**src/rtl/ahb_arbiter_2m_if.sv**
```systemverilog
// Bus-side signals of the two-master AHB arbiter, bundled so the arbiter and
// the bus fabric (or a bench) share one definition.
interface ahb_arbiter_2m_if;
    logic [1:0] HBUSREQ;
    logic [1:0] HLOCK;
    logic [1:0] HTRANS;
    logic [2:0] HBURST;
    logic       HREADY;
    logic [1:0] HGRANT;
    logic       HMASTER;
    logic       HMASTER_D;
    logic       HMASTLOCK;

    modport master (
        output HBUSREQ, HLOCK, HTRANS, HBURST, HREADY,
        input  HGRANT, HMASTER, HMASTER_D, HMASTLOCK
    );

    modport slave (
        input  HBUSREQ, HLOCK, HTRANS, HBURST, HREADY,
        output HGRANT, HMASTER, HMASTER_D, HMASTLOCK
    );
endinterface

```
**src/rtl/ahb_arbiter_2m.sv**
```systemverilog
// Two-master AHB arbiter: round-robin grant that is frozen during fixed-length
// bursts and locked sequences, plus address/data-phase owner tracking.
module ahb_arbiter_2m #(
    parameter bit DEFAULT_MASTER = 1'b0
) (
    input logic             HCLK,
    input logic             HRESET,
    ahb_arbiter_2m_if.slave bus
);

    typedef enum logic [1:0] {
        TR_IDLE   = 2'b00,
        TR_BUSY   = 2'b01,
        TR_NONSEQ = 2'b10,
        TR_SEQ    = 2'b11
    } trans_t;

    logic [1:0] r_grant;
    logic       r_master;
    logic       r_master_d;
    logic       r_mastlock;
    logic       r_last_grant;
    logic [3:0] r_beat_cnt;

    logic       w_grant_idx;
    logic       w_arb_ok;
    logic       w_any_req;
    logic       w_next_idx;
    logic [3:0] w_burst_beats;
    logic [3:0] w_next_beat;
    trans_t     w_trans;

    assign w_trans     = trans_t'(bus.HTRANS);
    assign w_grant_idx = r_grant[1];
    assign w_any_req   = |bus.HBUSREQ;
    // Re-arbitration is blocked while the owner has beats left or holds a lock.
    assign w_arb_ok    = (r_beat_cnt == 4'd0) &&
                         !(bus.HLOCK[r_master] && bus.HBUSREQ[r_master]);

    always_comb begin
        w_burst_beats = 4'd0;
        case (bus.HBURST)
            3'b010, 3'b011: w_burst_beats = 4'd3;
            3'b100, 3'b101: w_burst_beats = 4'd7;
            3'b110, 3'b111: w_burst_beats = 4'd15;
            default:        w_burst_beats = 4'd0;
        endcase
    end

    always_comb begin
        w_next_idx = DEFAULT_MASTER;
        case (bus.HBUSREQ)
            2'b01:   w_next_idx = 1'b0;
            2'b10:   w_next_idx = 1'b1;
            2'b11:   w_next_idx = ~r_last_grant;
            default: w_next_idx = DEFAULT_MASTER;
        endcase
    end

    always_comb begin
        w_next_beat = r_beat_cnt;
        if (bus.HREADY) begin
            case (w_trans)
                TR_IDLE:   w_next_beat = 4'd0;
                TR_BUSY:   w_next_beat = r_beat_cnt;
                TR_NONSEQ: w_next_beat = w_burst_beats;
                TR_SEQ:    w_next_beat = (r_beat_cnt != 4'd0) ? r_beat_cnt - 4'd1 : 4'd0;
                default:   w_next_beat = r_beat_cnt;
            endcase
        end
    end

    always_ff @(posedge HCLK or posedge HRESET) begin
        if (HRESET) begin
            r_grant      <= DEFAULT_MASTER ? 2'b10 : 2'b01;
            r_master     <= DEFAULT_MASTER;
            r_master_d   <= DEFAULT_MASTER;
            r_mastlock   <= 1'b0;
            r_last_grant <= DEFAULT_MASTER;
            r_beat_cnt   <= 4'd0;
        end else begin
            r_beat_cnt <= w_next_beat;
            // Parking on the default master must not disturb round-robin history.
            if (w_arb_ok) begin
                r_grant <= w_next_idx ? 2'b10 : 2'b01;
                if (w_any_req) begin
                    r_last_grant <= w_next_idx;
                end
            end
            if (bus.HREADY) begin
                r_master   <= w_grant_idx;
                r_master_d <= r_master;
                r_mastlock <= bus.HLOCK[w_grant_idx];
            end
        end
    end

    assign bus.HGRANT    = r_grant;
    assign bus.HMASTER   = r_master;
    assign bus.HMASTER_D = r_master_d;
    assign bus.HMASTLOCK = r_mastlock;

endmodule

```
**src/flat_wrapper.sv**
```systemverilog
// flat-port wrapper written by rule: the top's interface ports become plain ports
module ahb_arbiter_2m_flat 
#(
    parameter bit DEFAULT_MASTER = 1'b0
)
  (HCLK, HRESET, bus_HBUSREQ, bus_HLOCK, bus_HTRANS, bus_HBURST, bus_HREADY, bus_HGRANT, bus_HMASTER, bus_HMASTER_D, bus_HMASTLOCK);
  ahb_arbiter_2m_if bus_i ();
  input logic HCLK;
  input logic HRESET;
  input wire logic [$bits(bus_i.HBUSREQ)-1:0] bus_HBUSREQ;
  input wire logic [$bits(bus_i.HLOCK)-1:0] bus_HLOCK;
  input wire logic [$bits(bus_i.HTRANS)-1:0] bus_HTRANS;
  input wire logic [$bits(bus_i.HBURST)-1:0] bus_HBURST;
  input wire logic [$bits(bus_i.HREADY)-1:0] bus_HREADY;
  output wire logic [$bits(bus_i.HGRANT)-1:0] bus_HGRANT;
  output wire logic [$bits(bus_i.HMASTER)-1:0] bus_HMASTER;
  output wire logic [$bits(bus_i.HMASTER_D)-1:0] bus_HMASTER_D;
  output wire logic [$bits(bus_i.HMASTLOCK)-1:0] bus_HMASTLOCK;
  assign bus_i.HBUSREQ = bus_HBUSREQ;
  assign bus_i.HLOCK = bus_HLOCK;
  assign bus_i.HTRANS = bus_HTRANS;
  assign bus_i.HBURST = bus_HBURST;
  assign bus_i.HREADY = bus_HREADY;
  assign bus_HGRANT = bus_i.HGRANT;
  assign bus_HMASTER = bus_i.HMASTER;
  assign bus_HMASTER_D = bus_i.HMASTER_D;
  assign bus_HMASTLOCK = bus_i.HMASTLOCK;
  ahb_arbiter_2m #(.DEFAULT_MASTER(DEFAULT_MASTER)) u_core (.HCLK(HCLK), .HRESET(HRESET), .bus(bus_i));
endmodule
```
**config.mk**
```make
export PLATFORM = sky130hd
export DESIGN_NAME = ahb_arbiter_2m_flat
export DESIGN_NICKNAME = d
export VERILOG_FILES = /design/src/rtl/ahb_arbiter_2m_if.sv /design/src/rtl/ahb_arbiter_2m.sv /design/src/flat_wrapper.sv
export SDC_FILE = /design/constraint.sdc
export NUM_CORES = 1
export LEC_CHECK = 0
export BUFFER_PORTS_ARGS = -buffer_cell sky130_fd_sc_hd__buf_2
export CAP_MARGIN = 20
export CORE_AREA = 4 4 41 43
export DETAILED_ROUTE_END_ITERATION = 7
export DIE_AREA = 0 0 45 47
export GPL_TIMING_DRIVEN = 0
export SLEW_MARGIN = 40
export SYNTH_ARGS = -nofsm -noshare
export SYNTH_HDL_FRONTEND = slang
export SYNTH_SLANG_ARGS = --single-unit
```
**constraint.sdc**
```tcl
create_clock -name HCLK -period 1.3 [get_ports HCLK]
set_input_delay 0.26 -clock HCLK [delete_from_list [all_inputs] [get_ports HCLK]]
set_output_delay 0.26 -clock HCLK [all_outputs]
set_load 0.03 [all_outputs]
```
==> impl_metrics.tcl, run 1 <==
set metrics [dict create \
    yosysWarnings 0 \
    synth_area_leaders "dfrtp_1 43%, dfstp_2 5.0%, mux2_2 4.3%" \
    worst_hold_path.endpoint "u_core.r_last_grant" \
    drt-vias-per-instance 5.18 \
    io_pins 17 \
    synthArstFlopShare_pct 100 \
    grt_usage_pct 12.3 \
    wl_per_cell_um 13.1 \
    antenna_left 0 \
    syn2layout_area_growth_pct 31.2 \
    drt-initial-drc-count 3 \
    grt_max_degree 11 \
    synth_flop_cell "dfrtp_1" \
    max_cap_violations 0 \
    clk_path_buf_depth 2 \
    layout-drive-gt1-share_pct 41.9 \
    critPathLaunch "u_core.r_beat_cnt[1]" \
    crit_type "reg -> reg" \
    grt-ovfl-total 0 \
    gp_congestion 0.758 \
    synth_cells 53 \
    reg2reg_to "u_core.r_last_grant" \
    rrSetupSlack_ns 0.02 \
    p_per_area_nw_per_um2 1860 \
    grt_antenna_before_repair 0 \
    instances_no_fill 89 \
    hold_path_depth 2 \
    finalNetCount 87 \
    r2r_start "u_core.r_beat_cnt[1]" \
    slowest_delay_ns 0.44 \
    worstPathCellList "nor4_4, o21a_2, and2_4, a31oi_1" \
    yosysSeqAreaShare_pct 48.2 \
    min_from "bus_HBUSREQ[0]" \
    h-tree-depth 1 \
    finalWirelength_mm 1.17 \
    rsz0062_at_grt "true" \
    min_path_type "in -> reg" \
    core_area_um2 1300 \
    grt_pass1_vias 435 \
    clkTransAtPathRegs_ns 0.07 \
    worst_ir_drop_vdd_v 0.000767 \
    die_x_um 45 \
    finalMaxSlewViolations 0 \
    worst-slew-pin-transition_ns 0.385 \
    critPathLaunchType "register" \
    fp.dieH_um 47 \
    r2r_cells 4 \
    synth_area_um2 522 \
    cts_buffers 3 \
    die_area_um2 2120 \
    synth_edf_count 0 \
    dp_hpwl_um 841 \
    finalHoldViolations 0 \
    cts_tree "yes" \
    cp-end-kind "register" \
    io_buffers 14 \
    max-slew-margin-rel_pct 74.3 \
    clk_latency_ns 0.27 \
    path_buf_inv 0 \
    status "completed" \
    finalSetupTns_ns 0 \
    fmax_mhz 778 \
    synth_most_common_cell "dfrtp_1" \
    placementRows 13 \
    cp_slowest_cell "dfrtp_2" \
    yosysTopAreaCellShare_pct 43.2 \
    path_max_fanout 4 \
    required_ns 1.45 \
    leakage_nw 0.316 \
    via_count 461 \
    cts_sinks 10 \
    synth_top_cells_by_count "9 x dfrtp_1, 6 x nand2_1, 5 x inv_1" \
    root_buffer "clkbuf_4" \
    critPathTopFamily "simple AND/OR/NAND/NOR gates" \
    antennaDiodeCount 0 \
    period_share_pct 98.8 \
    synth.distinct_cells 28 \
    first_pass_iters 4 \
    grt_pass1_wl_mm 1.80 \
    ys_ff_latch 10 \
    setup_viol 0 \
    avgSynthCellArea_um2 9.84 \
    synth_top_area_cell "dfrtp_1" \
    clock_skew_ns 0.00762 \
    initial_core_util_pct 40.1 \
    critPathArrivalTime_ns 1.43 \
    placed_cells 82 \
    syn_nets 65 \
    period_needed_ns 1.28 \
    drc 0 \
]
repair_timing:
action | in CTS | in global routing
hold buffers | 1 | 0
resized for setup | 1 | 4
hold endpoints to repair | 9 | 0
pin swaps | 1 | 2
setup endpoints to repair | 2 | 3
setup buffers | 1 | 1
sequential cells by signal, indices dropped and copies added, names as in the netlist:
| name | flops |
|---|---|
| u_core.r_beat_cnt | 4 |
| u_core.r_last_grant | 1 |
| u_core.bus.HMASTER_D | 1 |
| u_core.bus.HMASTER | 1 |
| u_core.bus.HGRANT | 2 |
| u_core.bus.HMASTLOCK | 1 |
power by group:
group	total (mW)	internal, mW	switching, mW	leakage (nW)
clock network	0.278	0.170	0.108	0.0210
logic	0.462	0.191	0.271	0.177
registers	0.530	0.428	0.102	0.118
total	1.27	0.789	0.481	0.316
stage by stage:
stage	worst slack, ns	utilization (%)	hold slack (ns)	power [mW]	instance area [um^2]
floorplan	0.0895	-	0.0995	0.834	522
global placement	-0.0140	46.9	0.248	0.961	611
detailed placement	-0.0154	46.9	0.255	0.969	611
CTS	0.00469	51.2	0.206	1.26	666
global route	-0.0613	52.6	0.209	1.36	684
finish	0.0154	52.6	0.210	1.27	684
layer usage:
layer / wire length (um) / GRT usage [%] / up-vias
met4: 9 / 5.26 / 0
met3: 70 / 6.90 / 2
met1: 511 / 13.9 / 213
met5: 0 / 0 / -
li1: - / - / 235
met2: 575 / 19.2 / 11
cell families (layout without fill, tap and decap cells):
kind of cell / Yosys count / count (layout) / synth area share (%)
compound gates: 17 / 17 / 22.3
buf+inv: 6 / 27 / 4.56
flops: 10 / 10 / 48.2
mux: 4 / 4 / 8.15
simple gates: 16 / 16 / 16.8
layout make-up:
type	count	area, um^2
fill	141	617
sequential	10	255
multi-input combinational	37	255
timing repair buffer	17	95.1
clock buffer	4	36.3
inverter	5	18.8
tap	15	18.8
buffer	1	5.00
layout by cell type (no fill, tap or decap), drive strengths merged, types with 2 or more instances in the layout:
| master | count |
|---|---|
| mux2i | 2 |
| o21ai | 4 |
| nor4 | 2 |
| nand2 | 6 |
| dfrtp | 9 |
| a21oi | 2 |
| o21a | 2 |
| a31oi | 2 |
| inv | 5 |
| buf | 16 |
| clkbuf | 5 |
| nor2 | 2 |
| mux2 | 2 |
worst max-delay path by stage:
stage | to | cells past startpoint
floorplan | u_core.r_last_grant | 4
global route | u_core.bus.HGRANT[0] | 4
detailed placement | u_core.bus.HGRANT[1] | 4
global placement | u_core.bus.HGRANT[1] | 4
finish | u_core.r_last_grant | 4
CTS | u_core.bus.HGRANT[1] | 4
Note: power is estimated with default switching activity, not from simulation.
==> inputs of run 2 (changes only) <==
ABC_AREA = 1   (was not set)
PLACE_DENSITY = 0.66   (was not set)
==> run 2 against run 1 <==
  * Worst hold slack better by 0.062 ns
  * Utilization is 0.96 points lower
  * Critical path depth is 3 lower
  * Critical endpoint is now bus_HGRANT[0]
  * Via count is 10% higher
  * Synthesized cell count is 38% higher
  * Highest routed layer unchanged
  * Register-to-register slack better by 0.21 ns
  * First-iteration DRC count is 100% higher
  * Die area stayed put
  * Clock power is 19% lower
==> impl_metrics.tcl, run 2 <==
set metrics [dict create \
    wl_per_cell_um 10.2 \
    synth_area_leaders "dfrtp_1 42%, nand2_1 12%, inv_1 7.6%" \
    synth_top_cells_by_count "17 x nand2_1, 11 x inv_1, 9 x dfrtp_1, 9 x nor2_1, 8 x o21ai_0" \
    finalMaxSlewViolations 0 \
    layout_common_cells "17 x nand2_1, 15 x buf_2, 11 x inv_1" \
    whs_ns 0.272 \
    ys_ff_latch 10 \
    drc 0 \
    synth_most_common_cell "nand2_1" \
    synth_edf_count 0 \
    post-cts-setup-buffers 0 \
    grt_antenna_before_repair 0 \
    yosysTopAreaCellShare_pct 41.6 \
    critPathLaunch "u_core.bus.HGRANT[0]" \
    antennaDiodeCount 0 \
    first_pass_iters 6 \
    rsz0062_at_grt "false" \
    drt-initial-drc-count 6 \
    synthArstFlopShare_pct 100 \
    r2r_start "u_core.r_beat_cnt[2]" \
    die_area_um2 2120 \
    yosysSeqAreaShare_pct 46.4 \
    slowest_delay_ns 0.52 \
    finalSetupTns_ns 0 \
    dp_hpwl_um 877 \
    top_register "u_core.r_beat_cnt" \
    finalNetCount 106 \
    hold_path_depth 2 \
    yosysWarnings 0 \
    cp_slowest_cell "dfstp_2" \
    via_count 508 \
    antenna_left 0 \
    finalHoldViolations 0 \
    grt_pass1_vias 478 \
    grt_max_degree 11 \
    fmax_mhz 811 \
    io_pins 17 \
    placementRows 13 \
    critPathArrivalTime_ns 0.97 \
    avgSynthCellArea_um2 7.42 \
    switchingPower_mw 0.455 \
    worst_hold_path.endpoint "u_core.bus.HMASTER" \
    rrSetupSlack_ns 0.23 \
    clkTransAtPathRegs_ns 0.06 \
    clk_path_buf_depth 2 \
    grt_usage_pct 12.9 \
    h-tree-depth 1 \
    core_area_um2 1300 \
    setup_viol 0 \
    synth_top_area_cell "dfrtp_1" \
    leakage_nw 0.370 \
    clk_latency_ns 0.26 \
    io_buffers 15 \
    max_cap_violations 0 \
    period_share_pct 94.9 \
    die_x_um 45 \
    clkPwrFrac_pct 20.0 \
    synth.distinct_cells 15 \
    syn2layout_area_growth_pct 24.0 \
    reg2reg_to "u_core.r_last_grant" \
    period_needed_ns 1.23 \
    cp-end-kind "primary output" \
    root_buffer "clkbuf_4" \
    clock_skew_ns 0.00111 \
    fp.dieH_um 47 \
    grt_pass1_wl_mm 1.95 \
    p_seq_share_pct 43.4 \
    path_buf_inv 1 \
    combPwrFrac_pct 36.6 \
    gp_congestion 0.753 \
    min_from "bus_HREADY" \
    cts_sinks 10 \
    critPathLaunchType "register" \
    min_path_type "in -> reg" \
    synth_area_um2 542 \
    drt-vias-per-instance 4.70 \
    p_per_area_nw_per_um2 1670 \
    initial_core_util_pct 41.6 \
    synth_flop_cell "dfrtp_1" \
    mostFrequentLayoutCell "nand2_1" \
    worst_ir_drop_vdd_v 0.000765 \
    swShare_pct 40.5 \
    dpl_cell_area_um2 636 \
    worst-slew-pin-transition_ns 0.383 \
    r2r_cells 6 \
    crit_type "reg -> out" \
    cts_buffers 3 \
    required_ns 1.04 \
    synth_cells 73 \
    nFillCells 134 \
    critPathTopFamily "flip-flops" \
    largest_register_ffs 4 \
    syn_nets 85 \
    cts_tree "yes" \
    finalWirelength_mm 1.10 \
    path_max_fanout 2 \
    status "completed" \
    worstPathCellList "buf_2" \
    max-slew-margin-rel_pct 74.4 \
    layout-drive-gt1-share_pct 26.9 \
    p_int_mw 0.668 \
    grt-ovfl-total 0 \
    final_area_um2 672 \
]
==> run 2: cell types whose count changed in the layout (fill, tap and decap cells not counted), moves of 3 or more <==
cell | previous run | this run
inv_1 | 5 | 11
nand2_1 | 6 | 17
nand3_1 | 1 | 5
dfrtp_2 | 3 | 0
o21ai_0 | 3 | 8
nor2_1 | 2 | 9
dfrtp_1 | 6 | 9
==> run 2: per-stage QoR <==
step / worst slack, ns / util [%] / instances / total power, mW
3_3_place_gp: 0.245 / 48.8 / 103 / 0.898
2_1_floorplan: 0.191 / - / 73 / 0.780
6_report: 0.0663 / 51.6 / 108 / 1.12
5_1_grt: 0.0393 / 51.6 / 108 / 1.20
3_5_place_dp: 0.231 / 48.8 / 103 / 0.908
4_1_cts: 0.0648 / 51.6 / 108 / 1.13
==> run 2: layout make-up <==
cell class              count  area [um^2]  share of cell area [%]
well taps                  15         18.8                    2.79
inverters                  11         41.3                    6.15
flip-flops and latches     10          251                    37.4
clock buffers               4         26.3                    3.91
multi-input cells          52          249                    37.1
repair buffers             16         85.1                    12.7
==> run 2: metal layers <==
| metal | track usage [%] | part of all wire [%] |
|---|---|---|
| met1 | 15.4 | 45 |
| met2 | 20.3 | 44 |
| met3 | 3.45 | 8.3 |
| met4 | 8.77 | 2.5 |
| met5 | 0 | 0 |
==> run 2: power by group through the flow <==
stage | registers, mW | clock network [mW] | logic, mW
floorplan | 0.618 | 0 | 0.162
global placement | 0.489 | 0 | 0.409
detailed placement | 0.494 | 0 | 0.414
CTS | 0.488 | 0.227 | 0.418
global route | 0.501 | 0.250 | 0.450
finish | 0.487 | 0.225 | 0.411
==> run 2: how the worst max path moves through the flow <==
stage                                      to  slack, ns  depth (start not counted)
final                           bus_HGRANT[0]       0.07                          1
after global routing            bus_HGRANT[0]       0.04                          1
after CTS                       bus_HGRANT[0]       0.06                          1
after detailed placement  u_core.r_last_grant       0.23                          6
after global placement    u_core.r_last_grant       0.25                          6
after floorplan           u_core.r_last_grant       0.19                          7
==> run 2: worst reg2reg max path, cell delays in order (launching register included) <==
cell and delay (ns):
dfrtp_1 0.42, nor2_2 0.15, nand2_2 0.08, nor2_4 0.14
nand2_1 0.06, nand2_1 0.06, nand2_1 0.04
==> run 2: cells by family after synthesis <==
kind of cell	count (synthesis)	synth area share (%)
compound gates	15	14.6
buf+inv	11	7.62
flops	10	46.4
simple gates	37	31.4
==> run 2: what timing repair did <==
item,in CTS,in global routing
endpoints found under the setup margin,0,0
gates resized for setup,0,0
hold buffers,1,0
hold endpoints to repair,9,0
